==> config.mk <==
export PLATFORM = sky130hd
export DESIGN_NAME = regheap_wb_arbiter
export DESIGN_NICKNAME = d
export VERILOG_FILES = /design/src/rtl/zzcpu_pkg.sv /design/src/rtl/regheap_scoreboard.sv /design/src/rtl/regheap_wb_arbiter.sv
export SDC_FILE = /design/constraint.sdc
export NUM_CORES = 1
export LEC_CHECK = 0
export CELL_PAD_IN_SITES_DETAIL_PLACEMENT = 0
export CELL_PAD_IN_SITES_GLOBAL_PLACEMENT = 1
export CORE_MARGIN = 4
export CORE_UTILIZATION = 35
export CTS_CLUSTER_DIAMETER = 60
export DETAILED_ROUTE_END_ITERATION = 8
export PLACE_DENSITY = 0.81
export SLEW_MARGIN = 20
export SYNTH_ARGS = -nofsm -noshare
export SYNTH_HDL_FRONTEND = slang
export SYNTH_SLANG_ARGS = --single-unit
==> constraint.sdc <==
create_clock -name CLK -period 2.3 [get_ports CLK]
set_input_delay 0.46 -clock CLK [delete_from_list [all_inputs] [get_ports CLK]]
set_output_delay 0.46 -clock CLK [all_outputs]
set_load 0.02 [all_outputs]
==> src/rtl/zzcpu_pkg.sv <==
// Shared definitions for the zzcpu register heap and its write-port control.
// Holds the heap geometry (address width, data width, register count) and
// the grant encoding used by the writeback arbiter.
package zzcpu_pkg;

    localparam int REG_ADDR_W = 4;
    localparam int DATA_W     = 16;
    localparam int NUM_REGS   = 16;

    // Which writeback requester owns the heap write port this cycle
    typedef enum logic [1:0] {
        GRANT_NONE = 2'd0,
        GRANT_A    = 2'd1,
        GRANT_B    = 2'd2
    } grant_e;

endpackage

==> src/rtl/regheap_scoreboard.sv <==
// Per-register pending-write scoreboard for the register heap.
// Each register has a saturating up/down counter of outstanding writes:
// issues count up, heap commits count down.
// Ports:
//   CLK, RST        - clock, async active-high reset
//   issue_i         - decode issues a writer of issue_reg_i
//   issue_reg_i     - destination register of the issue
//   commit_i        - heap commits a write this edge
//   commit_reg_i    - register being committed
//   rdreg1_i/2_i    - decode source registers
//   issue_ready_o   - issue accepted (counter not saturated, or freed by commit)
//   hazard1_o/2_o   - source register has a pending write
module regheap_scoreboard
    import zzcpu_pkg::*;
#(
    parameter int CNT_W = 2
) (
    input  logic                  CLK,
    input  logic                  RST,
    input  logic                  issue_i,
    input  logic [REG_ADDR_W-1:0] issue_reg_i,
    input  logic                  commit_i,
    input  logic [REG_ADDR_W-1:0] commit_reg_i,
    input  logic [REG_ADDR_W-1:0] rdreg1_i,
    input  logic [REG_ADDR_W-1:0] rdreg2_i,
    output logic                  issue_ready_o,
    output logic                  hazard1_o,
    output logic                  hazard2_o
);

    localparam logic [CNT_W-1:0] CNT_MAX = {CNT_W{1'b1}};

    logic [CNT_W-1:0] cnt [NUM_REGS];

    // A full counter can still accept an issue when a commit to the same
    // register frees a slot on the same edge; the net count is unchanged.
    always_comb begin
        issue_ready_o = (cnt[issue_reg_i] != CNT_MAX)
                      || (commit_i && (commit_reg_i == issue_reg_i));
        hazard1_o     = (cnt[rdreg1_i] != '0);
        hazard2_o     = (cnt[rdreg2_i] != '0);
    end

    // Counter update. Commits to a register with nothing pending (an
    // unissued write) leave the counter at zero rather than wrapping.
    always_ff @(posedge CLK or posedge RST) begin
        if (RST) begin
            for (int r = 0; r < NUM_REGS; r++) begin
                cnt[r] <= '0;
            end
        end else begin
            for (int r = 0; r < NUM_REGS; r++) begin
                logic inc;
                logic dec;
                inc = issue_i && issue_ready_o && (issue_reg_i == REG_ADDR_W'(r));
                dec = commit_i && (commit_reg_i == REG_ADDR_W'(r));
                if (inc && !dec) begin
                    cnt[r] <= cnt[r] + 1'b1;
                end else if (dec && !inc && (cnt[r] != '0)) begin
                    cnt[r] <= cnt[r] - 1'b1;
                end
            end
        end
    end

endmodule

==> src/rtl/regheap_wb_arbiter.sv <==
// Write-port controller for the 16x16-bit register heap.
// Arbitrates the single heap write port between the ALU writeback (A) and
// the load return (B), registers the winning write toward the heap, and
// tracks pending writes so decode can stall on read-after-write hazards.
// Ports:
//   CLK, RST                      - clock, async active-high reset
//   issue_i/issue_reg_i           - decode issue of a register writer
//   issue_ready_o                 - issue accepted this cycle
//   a_valid_i/a_reg_i/a_data_i    - ALU writeback request
//   a_ready_o                     - ALU granted
//   b_valid_i/b_reg_i/b_data_i    - load writeback request
//   b_ready_o                     - load granted
//   rdreg1_i/rdreg2_i             - decode source registers
//   hazard1_o/hazard2_o           - pending write on a source register
//   regwrite_o/wrreg_o/wdata_o    - heap write port
module regheap_wb_arbiter
    import zzcpu_pkg::*;
#(
    parameter int STARVE_LIMIT = 4,
    parameter int CNT_W        = 2
) (
    input  logic                  CLK,
    input  logic                  RST,
    input  logic                  issue_i,
    input  logic [REG_ADDR_W-1:0] issue_reg_i,
    output logic                  issue_ready_o,
    input  logic                  a_valid_i,
    input  logic [REG_ADDR_W-1:0] a_reg_i,
    input  logic [DATA_W-1:0]     a_data_i,
    output logic                  a_ready_o,
    input  logic                  b_valid_i,
    input  logic [REG_ADDR_W-1:0] b_reg_i,
    input  logic [DATA_W-1:0]     b_data_i,
    output logic                  b_ready_o,
    input  logic [REG_ADDR_W-1:0] rdreg1_i,
    input  logic [REG_ADDR_W-1:0] rdreg2_i,
    output logic                  hazard1_o,
    output logic                  hazard2_o,
    output logic                  regwrite_o,
    output logic [REG_ADDR_W-1:0] wrreg_o,
    output logic [DATA_W-1:0]     wdata_o
);

    localparam logic [3:0] STARVE_MAX = 4'(STARVE_LIMIT);

    logic [3:0] starve_cnt;
    grant_e     grant;

    // Loads win by default since they retire long-latency work; once the
    // ALU has been passed over STARVE_LIMIT times in a row it is forced in.
    always_comb begin
        grant = GRANT_NONE;
        if (b_valid_i && !(a_valid_i && (starve_cnt == STARVE_MAX))) begin
            grant = GRANT_B;
        end else if (a_valid_i) begin
            grant = GRANT_A;
        end
        a_ready_o = (grant == GRANT_A);
        b_ready_o = (grant == GRANT_B);
    end

    // Starvation tracking. Counts only while A is waiting behind B; any
    // A grant or A withdrawing its request starts the count over. The
    // forced A grant at the limit keeps it from ever passing STARVE_LIMIT.
    always_ff @(posedge CLK or posedge RST) begin
        if (RST) begin
            starve_cnt <= '0;
        end else if (a_valid_i && (grant == GRANT_B)) begin
            starve_cnt <= starve_cnt + 1'b1;
        end else begin
            starve_cnt <= '0;
        end
    end

    // Write launch. The winner's write is presented to the heap for one
    // cycle; address and data hold when idle so the heap port stays quiet.
    always_ff @(posedge CLK or posedge RST) begin
        if (RST) begin
            regwrite_o <= 1'b0;
            wrreg_o    <= '0;
            wdata_o    <= '0;
        end else begin
            case (grant)
                GRANT_A: begin
                    regwrite_o <= 1'b1;
                    wrreg_o    <= a_reg_i;
                    wdata_o    <= a_data_i;
                end
                GRANT_B: begin
                    regwrite_o <= 1'b1;
                    wrreg_o    <= b_reg_i;
                    wdata_o    <= b_data_i;
                end
                default: begin
                    regwrite_o <= 1'b0;
                end
            endcase
        end
    end

    // The heap commits the registered write on the next edge, which is
    // exactly when the pending count for that register should drop.
    regheap_scoreboard #(
        .CNT_W (CNT_W)
    ) u_scoreboard (
        .CLK           (CLK),
        .RST           (RST),
        .issue_i       (issue_i),
        .issue_reg_i   (issue_reg_i),
        .commit_i      (regwrite_o),
        .commit_reg_i  (wrreg_o),
        .rdreg1_i      (rdreg1_i),
        .rdreg2_i      (rdreg2_i),
        .issue_ready_o (issue_ready_o),
        .hazard1_o     (hazard1_o),
        .hazard2_o     (hazard2_o)
    );

endmodule

==> impl_results.md <==
* Worst skew pair latency at 0.35 ns
* Main combinational cell family by area after synthesis: compound AO/OA/AOI/OAI gates
* Grt ovf at 0
* Final WL at 12.4 mm
* Worst Setup End Kind: output pin
* First-pass GRT wire length at 19.9 mm
* Sequential cell area fraction in the yosys report at 36.7%
* RSZ-0062 raised after global routing: yes
* H-tree levels at 3
* Post-synth top area share at 36.7%
* DRC at 0
* Compound-Gate Fraction of Synth Area at 21.7%
* Die X at 113 µm
* Fin area at 5940 µm²
* Final hold slack at 0.466 ns
* Post-synth EDFFs at 0
* Synth Area in Simple Gates at 17.6%
* # hold bufs at CTS at 0
* NumNets Final at 641
* Synthesized area at 3890 µm²
* All-Layer GR Usage at 19.8%
* Final HPWL DP at 9.29 mm
* Number of global-route vias before repair at 4053
* Synth area leaders: dfrtp_1 (37%), mux2i_1 (7.2%), mux4_2 (6.4%)
* Post-synth ARST share at 100%
* Slew Viols, Final at 0
* CTS buffer count at 9
* Proportion of layout cells with a drive suffix above 1 at 30.5%
* R2R Setup Slk at -0.03 ns
* Most used DFF post-synth: dfrtp_1
* Failing checks: negative setup slack
* CTS tree: yes
* Run status: finished, violations left
* Pre-antenna DRT Iters at 4
* Num rows at 38
* Pwr Density at 683 nW/µm²
* Worst Slack Setup Final at -0.115 ns
* IO buf count at 82
* Post-Synthesis Cells at 416
* Crit path kind: reg2out
* Final Skew at 0.00741 ns
* Synth Net Count at 475
* # diodes at 0
* Xor and xnor area share after synthesis at 4.28%
* Place WS at -0.887 ns
* WL per Instance at 17.1 µm
* Io pins at 83
* Max cap viols at 0
* HP Class: in2async
* Core Area at 10800 µm²
* Min Tclk post-route at 2.41 ns
* Initial antenna violation count at 0
* Worst slew margin relative to its limit at 69.4%
* Vias per cell at 5.34
* Final Hold Fails at 0
* Clock root cell: clkbuf_8
* Effective utilization at floorplan at 35.9%
* Fmax at 414 MHz
* #FFs+latches synth at 57
* Worst path arrival time at 1.95 ns
* Adder-cell area share of the yosys netlist at 0.643%
* Core Util, Final at 54.8%
* Die area at 12900 µm²
* Drt first-iter violations at 188
* Gpl congestion at 0.868
* CTS clock-pin slew for the worst setup and hold paths at 0.07 ns
* # clock sinks at 57
* VDD IR-drop max at 0.304 mV
* Final Power at 4.06 mW
* Crit path max fanout at 2
* Routed Antenna Nets at 0
* Clk buf depth at 2
* Yosys warns at 0
* Final setup vio count at 6
* R2R cell count at 11
* Synth area leader: dfrtp_1
* Count of unique library cells instantiated by Yosys at 62
* Worst EP required at 1.84 ns
* P_leak at 2.52 nW
* Synth-to-Final Area Change at 52.6%
* Avg Inst Size Synth at 9.35 µm²
* Measured slew at the worst slew-check pin at 0.457 ns
* DIE HEIGHT at 113 µm
* Mux contribution to synthesized area at 14.8%
* Final period utilization at 105%
* Startpoint types: flip-flop
* Largest net degree at the start of global routing at 43
* Post-Place Cell Area at 5390 µm²
* Via count at 3883
* Fill cells at 996
[path summary, 6_finish.rpt]
| check | startpoint | to |
|---|---|---|
| max | u_scoreboard.cnt[13] | issue_ready_o |
| min | RST | starve_cnt[0] |
| max reg2reg | u_scoreboard.cnt[13] | u_scoreboard.cnt[22] |
| min reg2reg | starve_cnt[0] | starve_cnt[0] |
| max in group asynchronous | RST | u_scoreboard.cnt[2] |
| min in group CLK | starve_cnt[0] | starve_cnt[0] |
[cell usage in the layout (no fill, tap or decap), types with 9 or more instances in the layout]
master            n
mux2i_1          28
nand3_1          16
nand2_1          37
nor2_1           48
buf_4            80
clkbuf_8          9
inv_1            16
mux4_2           11
o21ai_0          28
clkdlybuf4s50_1  69
nor3_1           10
xnor2_1          14
dfrtp_1          57
[cells in the mapped netlist (3+ instances only)]
library cell / count
clkbuf_1: 9
xnor2_1: 14
or2_2: 3
mux2i_1: 28
mux4_2: 11
nand3b_1: 5
o21ai_0: 31
o31ai_1: 3
nand2_1: 38
nor3_1: 11
inv_1: 19
xor2_1: 5
o21a_1: 8
a22oi_1: 6
nor2_1: 51
o21ai_2: 6
a21oi_1: 12
and3_1: 5
mux2_2: 3
nand3_1: 16
buf_1: 3
buf_2: 4
a21boi_0: 3
nand2b_1: 4
a31oi_1: 6
dfrtp_1: 57
a211oi_1: 6
[cells by family after synthesis]
family | Yosys count
xor+xnor | 19
flops | 57
simple gates | 145
buf+inv | 39
mux | 43
compound gates | 111
fa+ha+maj | 2
[power by group]
part / internal [mW] / switching (mW) / leakage, nW / total [mW]
clock network: 0.382 / 0.420 / 0.0818 / 0.802
logic: 1.04 / 0.921 / 1.74 / 1.96
registers: 1.19 / 0.107 / 0.698 / 1.30
total: 2.61 / 1.45 / 2.52 / 4.06
[flip-flops by register name, indices dropped and copies added, names as in the netlist]
register	cells
regwrite_o	1
starve_cnt	4
u_scoreboard.cnt	32
wdata_o	16
wrreg_o	4
[routing by layer]
metal | global-route usage [%] | vias up | part of all wire, %
met5 | 0 | - | 0
met1 | 22.8 | 1863 | 41
li1 | - | 1842 | -
met2 | 34.4 | 155 | 49
met3 | 6.63 | 23 | 8.0
met4 | 6.97 | 0 | 2.2
[critical path, stage by stage, from the launching register on]
cell and delay [ns]:
dfrtp_1 0.39, buf_4 0.15, mux4_2 0.46, nor2_2 0.12, a21oi_2 0.06, a2bb2oi_4 0.19
nor2_4 0.06, inv_2 0.06, buf_6 0.11
[what timing repair did]
action                                  4_1_cts  5_1_grt
endpoints found under the hold margin         0        0
setup buffers                                14        3
gates cloned                                  0        1
resized for setup                            57       35
pin swaps                                     6       10
endpoints found under the setup margin       37       30
[area by class of cell]
type | count | area [µm²] | area share (%)
Timing Repair Buffer | 174 | 1620 | 27.3
Clock buffer | 10 | 128 | 2.15
Multi-Input combinational cell | 320 | 2470 | 41.7
Tap cell | 140 | 175 | 2.95
Inverter | 20 | 77.6 | 1.31
Clock inverter | 6 | 35.0 | 0.590
Sequential cell | 57 | 1430 | 24.0
[stage by stage]
stage / cells / setup TNS, ns
5_1_grt: 727 / -1.06
3_3_place_gp: 694 / -17.41
6_report: 727 / -0.348
2_1_floorplan: 416 / -0.00482
3_5_place_dp: 694 / -19.99
4_1_cts: 724 / -0.816
Note: power is estimated with default switching activity, not from simulation.
